`src/rtl/rf_write_sched_pkg.sv`:
```
// Shared definitions for the register-file write-port scheduler:
// default geometry, FSM state encoding and requester ids.
package rf_write_sched_pkg;

    localparam int unsigned RF_AW   = 5;
    localparam int unsigned RF_DW   = 32;
    localparam int unsigned RF_NREG = 32;

    typedef enum logic {
        ST_IDLE  = 1'b0,
        ST_CLEAR = 1'b1
    } state_e;

    // Requester ids as stored in last_gnt
    localparam logic REQ_DP  = 1'b0;
    localparam logic REQ_DBG = 1'b1;

endpackage

```
`src/rtl/rf_write_sched_arb.sv`:
```
// Two-way round-robin arbiter: with both requesting, the requester that
// was not granted last wins. Purely combinational.
module rf_write_sched_arb
    import rf_write_sched_pkg::*;
(
    input  logic [1:0] req,
    input  logic       last_gnt,
    output logic [1:0] gnt_c
);

    always_comb begin
        gnt_c = 2'b00;
        case (req)
            2'b01:   gnt_c = 2'b01;
            2'b10:   gnt_c = 2'b10;
            2'b11:   gnt_c = (last_gnt == REQ_DBG) ? 2'b01 : 2'b10;
            default: gnt_c = 2'b00;
        endcase
    end

endmodule

```
`src/rtl/rf_write_sched.sv`:
```
// Write-port scheduler for the 32x32 register file: shares the single write
// port between two requesters and runs a clear sequence over x1..x(NREG-1).
module rf_write_sched
    import rf_write_sched_pkg::*;
#(
    parameter int unsigned AW   = RF_AW,
    parameter int unsigned DW   = RF_DW,
    parameter int unsigned NREG = RF_NREG
) (
    input  logic          clk,
    input  logic          rst,
    input  logic          clr_req,
    output logic          clr_busy,
    input  logic          req0_valid,
    output logic          req0_ready,
    input  logic [AW-1:0] req0_addr,
    input  logic [DW-1:0] req0_data,
    input  logic          req1_valid,
    output logic          req1_ready,
    input  logic [AW-1:0] req1_addr,
    input  logic [DW-1:0] req1_data,
    output logic          rf_we,
    output logic [AW-1:0] rf_wa,
    output logic [DW-1:0] rf_wd
);

    state_e        state;
    logic [AW-1:0] cnt;
    logic          last_gnt;

    logic [1:0]    gnt_c;
    logic          arb_en_c;
    logic          xfer_c;
    logic          xfer_id_c;
    logic [AW-1:0] sel_addr_c;
    logic [DW-1:0] sel_data_c;
    logic          cnt_last_c;

    rf_write_sched_arb u_arb (
        .req      ({req1_valid, req0_valid}),
        .last_gnt (last_gnt),
        .gnt_c    (gnt_c)
    );

    // Port is offered only in IDLE; a pending clear request outranks both requesters
    assign arb_en_c   = !rst && (state == ST_IDLE) && !clr_req;
    assign req0_ready = arb_en_c && gnt_c[0];
    assign req1_ready = arb_en_c && gnt_c[1];

    assign xfer_c     = (req0_valid && req0_ready) || (req1_valid && req1_ready);
    assign xfer_id_c  = req1_ready ? REQ_DBG : REQ_DP;
    assign sel_addr_c = req1_ready ? req1_addr : req0_addr;
    assign sel_data_c = req1_ready ? req1_data : req0_data;

    assign cnt_last_c = (cnt == AW'(NREG - 1));
    assign clr_busy   = (state == ST_CLEAR);

    // FSM, clear counter, round-robin history and registered write port
    always_ff @(posedge clk) begin
        if (rst) begin
            state    <= ST_IDLE;
            cnt      <= '0;
            last_gnt <= REQ_DBG;
            rf_we    <= 1'b0;
            rf_wa    <= '0;
            rf_wd    <= '0;
        end else begin
            rf_we <= 1'b0;
            case (state)
                ST_IDLE: begin
                    if (clr_req) begin
                        state <= ST_CLEAR;
                        cnt   <= AW'(1);
                    end else if (xfer_c) begin
                        last_gnt <= xfer_id_c;
                        // x0 is hard-wired: accept the transfer but suppress the write
                        if (sel_addr_c != '0) begin
                            rf_we <= 1'b1;
                            rf_wa <= sel_addr_c;
                            rf_wd <= sel_data_c;
                        end
                    end
                end
                ST_CLEAR: begin
                    rf_we <= 1'b1;
                    rf_wa <= cnt;
                    rf_wd <= '0;
                    if (cnt_last_c) begin
                        state <= ST_IDLE;
                        cnt   <= '0;
                    end else begin
                        cnt <= cnt + AW'(1);
                    end
                end
                default: state <= ST_IDLE;
            endcase
        end
    end

endmodule

```
`config.mk`:
```
export PLATFORM = sky130hd
export DESIGN_NAME = rf_write_sched
export DESIGN_NICKNAME = d
export VERILOG_FILES = /design/src/rtl/rf_write_sched_pkg.sv /design/src/rtl/rf_write_sched_arb.sv /design/src/rtl/rf_write_sched.sv
export SDC_FILE = /design/constraint.sdc
export NUM_CORES = 1
export LEC_CHECK = 0
export CORE_ASPECT_RATIO = 1.5
export CORE_MARGIN = 1
export CORE_UTILIZATION = 40
export CTS_CLUSTER_SIZE = 24
export DETAILED_ROUTE_END_ITERATION = 8
export PLACE_DENSITY_LB_ADDON = 0.3
export SLEW_MARGIN = 10
export SYNTH_ARGS = -nofsm -noshare
export SYNTH_HDL_FRONTEND = slang
export SYNTH_SLANG_ARGS = --single-unit
export TNS_END_PERCENT = 5
```
`constraint.sdc`:
```
create_clock -name clk -period 2.23 [get_ports clk]
set_input_delay 0.669 -clock clk [delete_from_list [all_inputs] [get_ports clk]]
set_output_delay 0.669 -clock clk [all_outputs]
set_load 0.02 [all_outputs]
```
== Word-level counts from Yosys, hierarchy flattened ==
Index checks and enable logic that the tools add are counted.
Word-level totals
  logic and storage cells: 52
  bits of input ports: 79
  register bits: 45
Operators by class
  muxes and demuxes: 23
  add/sub/neg operators: 1
  bitwise logic cells: 2
  equality and inequality tests: 8
  reductions and logical operators: 12
Operators by type and width (number)
  32-bit 2-to-1 mux: 4
  32-bit case mux with 2 select lines: 1
  5-bit 2-to-1 mux: 6
  5-bit case mux with 2 select lines: 2
  1-bit logical AND: 6
  1-bit 2-to-1 mux: 6
  2-bit inequality test (second input constant): 3
  2-bit case mux with 3 select lines: 1
  3-bit AND reduction: 2
  5-bit by 1-bit adder with 5-bit output (second input constant): 1
  5-bit equality test (second input constant): 1
  5-bit nonzero test: 1
  2-bit equality test (second input constant): 2
  1-bit case mux with 2 select lines: 2
  2-bit by 1-bit equality test with 1-bit output (second input constant): 1
  1-bit logical NOT: 2
  2-bit 2-to-1 mux: 1
  2-bit by 1-bit inequality test with 1-bit output (second input constant): 1
  1-bit NOT: 2
  1-bit logical OR: 1

== Depth between registers and ports, before layout ==
Gate-level depths: netlist (run 1).
  word-level depth: 10
  gate-level depth with buffers: 7
  depth with buffers taken out: 7

== Modules after synthesis ==
A second synthesis (run 1) with hierarchy kept.
Unflattened totals
  cells, all modules: 253
  area, all modules: 2197.1 µm²
By module, submodules not included
  rf_write_sched: cells an instance 250, seq. area each 900.9 µm², area an instance 2178.3 µm², times used 1
  rf_write_sched_arb: cells an instance 3, seq. area each 0.0 µm², area an instance 18.8 µm², times used 1

== Worst setup path after synthesis (run 1) ==
Ideal clock, no wire load.
  path type: input to output
  from: in clr_req
  to: out req0_ready
  arrival time: 1.670 ns
  path buffers: 2
  setup slack: -0.109 ns
  stages on the path: 5
  cells stage by stage: buf_6 nor3_4 o21ai_2 clkbuf_1 nor2_1
On the way
  longest elaborated chain between the ends: 3
Ends and longest elaborated chain
  from (decl): RTL line rf_write_sched.sv:12  | input logic clr_req,
  1-bit logical NOT: RTL line rf_write_sched.sv:46  | assign arb_en_c = !rst && (state == ST_IDLE) && !clr_req;
  1-bit logical AND: RTL line rf_write_sched.sv:46
  1-bit logical AND: RTL line rf_write_sched.sv:47  | assign req0_ready = arb_en_c && gnt_c[0];
  to (decl): RTL line rf_write_sched.sv:15  | output logic req0_ready,
Every way passes these cells.

== Worst setup path after layout (run 1) ==
  from: in req1_valid
  to: reg rf_wd[19]
On the way
  longest elaborated chain between the ends: 8
Ends and longest elaborated chain
  from (decl): RTL line rf_write_sched.sv:18  | input logic req1_valid,
  2-bit equality test / 2-bit by 1-bit equality test with 1-bit output (equally long branches): RTL line rf_write_sched_arb.sv:13  | case (req)
  2-bit case mux with 3 select lines: RTL line rf_write_sched_arb.sv:13
  1-bit logical AND: RTL line rf_write_sched.sv:48  | assign req1_ready = arb_en_c && gnt_c[1];
  32-bit 2-to-1 mux: RTL line rf_write_sched.sv:53  | assign sel_data_c = req1_ready ? req1_data : req0_data;
  32-bit 2-to-1 mux: RTL line rf_write_sched.sv:77  | if (sel_addr_c != '0) begin
  32-bit 2-to-1 mux: RTL line rf_write_sched.sv:74  | end else if (xfer_c) begin
  32-bit 2-to-1 mux: RTL line rf_write_sched.sv:71  | if (clr_req) begin
  32-bit case mux with 2 select lines: RTL line rf_write_sched.sv:69  | case (state)
  to (signal assigned): RTL line rf_write_sched.sv:80  | rf_wd <= sel_data_c;
  to (decl): RTL line rf_write_sched.sv:24  | output logic [DW-1:0] rf_wd
Parallel ways exist; a longest one is shown, timed or not. The select of a mux whose other input is x is not followed.
A chain may end at the register's enable or synchronous reset.

==> results of run 1 <==
==> worst min-delay path, cell delays in order, from the launching register on <==
cell	delay, ns
dfxtp_1	0.32
o311ai_1	0.07
a21oi_1	0.06
==> registers in the layout, summed over array words and instances (netlist names) <==
name      cells
rf_wd        32
clr_busy      1
last_gnt      1
rf_we         1
rf_wa         5
cnt           5
==> report_power, final <==
group          internal [mW]  switching (mW)  total [mW]  leakage, nW
clock network          0.222           0.282       0.504       0.0385
registers              0.844          0.0246       0.868        0.367
logic                  0.295           0.249       0.544         1.09
==> synth_stat cells (all sizes together), types with 2 or more instances <==
library cell,instances,area (um^2)
dfxtp,45,901
nand2,45,171
a311oi,21,184
a31oi,20,125
buf,19,146
a21oi,16,83.8
nor2,14,68.8
clkbuf,12,45.0
nand3,11,55.1
o21ai,11,58.8
o311ai,11,96.3
a2111o,8,90.1
inv,8,30.0
nand4,7,43.8
nor3b,6,45.0
o221ai,5,43.8
o31ai,4,30.0
mux2i,3,30.0
nand3b,3,22.5
nor3,3,37.5
ha,2,25.0
==> stage by stage <==
step | setup TNS (ns) | total power [mW]
floorplan | 0 | 1.12
global placement | -17.90 | 1.41
detailed placement | -20.10 | 1.42
CTS | 0 | 1.93
global route | 0 | 2.01
finish | 0 | 1.92
==> cell type report <==
class	count	area, um^2	share of cell area [%]
Clock inverter	1	7.51	0.185
Sequential cell	45	901	22.2
Timing Repair Buffer	158	1550	38.1
Tap cell	72	90.1	2.22
Multi-Input combinational cell	205	1410	34.7
Clock buffer	7	76.3	1.88
Inverter	8	30.0	0.740
==> logic make-up (layout without fill, tap and decap cells) <==
family / after synthesis / after routing / share of synthesized area (%)
flops: 45 / 45 / 36.2
fa+ha+maj: 2 / 2 / 1.00
buf+inv: 39 / 174 / 8.89
simple gates: 95 / 95 / 19.9
mux: 3 / 3 / 1.21
compound gates: 105 / 105 / 32.8
==> per-layer routing <==
layer	GRT usage [%]	share of wire (%)	wire length [um]	vias up
met1	29.3	40	3320	1384
met5	0	0	0	-
met3	5.79	7.4	614	16
li1	-	-	-	1383
met4	10.3	2.5	207	0
met2	44.4	50	4170	133
==> worst max path at each step <==
| stage | slack, ns | to | from | cells after the start |
|---|---|---|---|---|
| final | 0.08 | rf_wd[19] | req1_valid | 9 |
| after global placement | -0.68 | req0_ready | clr_req | 5 |
| after global routing | 0.04 | rf_wa[4] | req0_addr[2] | 7 |
| after CTS | 0.01 | req0_ready | rst | 6 |
| after detailed placement | -0.70 | req0_ready | clr_req | 5 |
| after floorplan | 0.008 | req0_ready | clr_req | 5 |
==> repair_timing <==
item	CTS	global route
cloned	0	0
pin swaps	1	2
setup endpoints to repair	41	34
gates resized for setup	19	9
setup buffers	2	0
==> out/qor.csv, run 1 <==
metric,value,unit
nets,504,
rsz0062_at_grt,false,
cp-start-kind,input port,
antenna_found_initial,0,
start_util,42.1,%
drt_iter0_drc,194,
synth_area,0.00249,mm^2
layout-drive-gt1-share,15.8,%
crit_type,in2reg,
hold_viol_final,0,
cts_buffers,5,
relSlewSlack,71.3,%
run_status,finished clean,
cts_tree,built,
gp_congestion,0.787,
crit_path_end_kind,flop,
floorplan.rows,34,
ys.flop_type,dfxtp_1,
crit_slowest_cell,a2111o_1,
required,2.45,ns
post-route-period-util,96.4,%
grt_pass1_vias,2828,
holdBufCountCts,0,
die-area,0.00655,mm^2
design_area,0.00406,mm^2
drc,0,
reg2reg_from,clr_busy,
synth-seq-area-share,36.2,%
clkTransAtPathRegs,0.08,ns
min_path_cells,2,
critPathTopFamily,buffers and inverters,
cap_violations,0,
antenna_cells,0,
grt_pass1_wl,13200,um
final_cell_mix,"clkdlybuf4s50_1, dfxtp_1, nand2_1",
crit_buf_inv,5,
fin_ws,0.0796,ns
insertion_delay,0.30,ns
r2r_slack,0.28,ns
fin_cells,496,
grt_max_degree,28,
fin_crit,2.15,ns
core,0.00591,mm^2
ant_nets,0,
power.density,472,mW/mm^2
routed_wl,8310,um
post-place-ws,-0.701,ns
syn_nets,370,
vdd_drop_max,0.463,mV
io_pins,120,
drv_slew,0,
fmax,465,MHz
holdPathEnd,rf_wd[31],
setup_viol,0,
grt_overflow,0,
async_flop_share,0,%
cp_max_fo,12,
fp.dieH,98.7,um
holdWs,0.490,ns
skew,0.00788,ns
worstPathArrival,2.38,ns
post-dp-hpwl,5860,um
path_cells,dlygate4sd2_1 > a21boi_4 > buf_6 > buf_4 > and4_1 > buf_4 > buf_12 > a2111o_1 > a21oi_1,
cp_common_cell,buf_4,
dr_total_vias,2916,
yosys_warnings,0,
dpl-instance-area,0.00393,mm^2
dp_cells,486,
io_buffer_count,119,
ff2ff_path_depth,6,
wire_per_inst,16.8,um
max_stage_delay,0.33,ns
netlist_instances,289,
grt_util_all_layers,25.5,%
clk_path_buf_depth,2,
cts-root-buf,clkbuf_8,
worstHoldStart,rf_wd[31],
clock_sinks,45,
final_util,68.6,%
synth.distinct_cells,45,
worst_pin_slew,0.430,ns
synth-edff-count,0,
hp-class,reg2reg,
syn_avg_cell_area,8.62,um^2
die_width,66.4,um
p_leak,1.49,nW
vias_per_cell,5.88,
syn_to_final_growth,62.9,%
final_common_cell,clkdlybuf4s50_1,
dr.pass1.iters,4,
r2r-end,rf_wd[19],
nFillCells,525,
htreeDepth,2,
synth-seq-cells,45,
No activity file was read; power rests on OpenSTA's default activity.
==> run 2, diff against run 1 <==
Settings changed: CAP_MARGIN from default to 10.
==> results of run 2 <==
No change in the layout: final DEF, timing and power equal those of run 1.
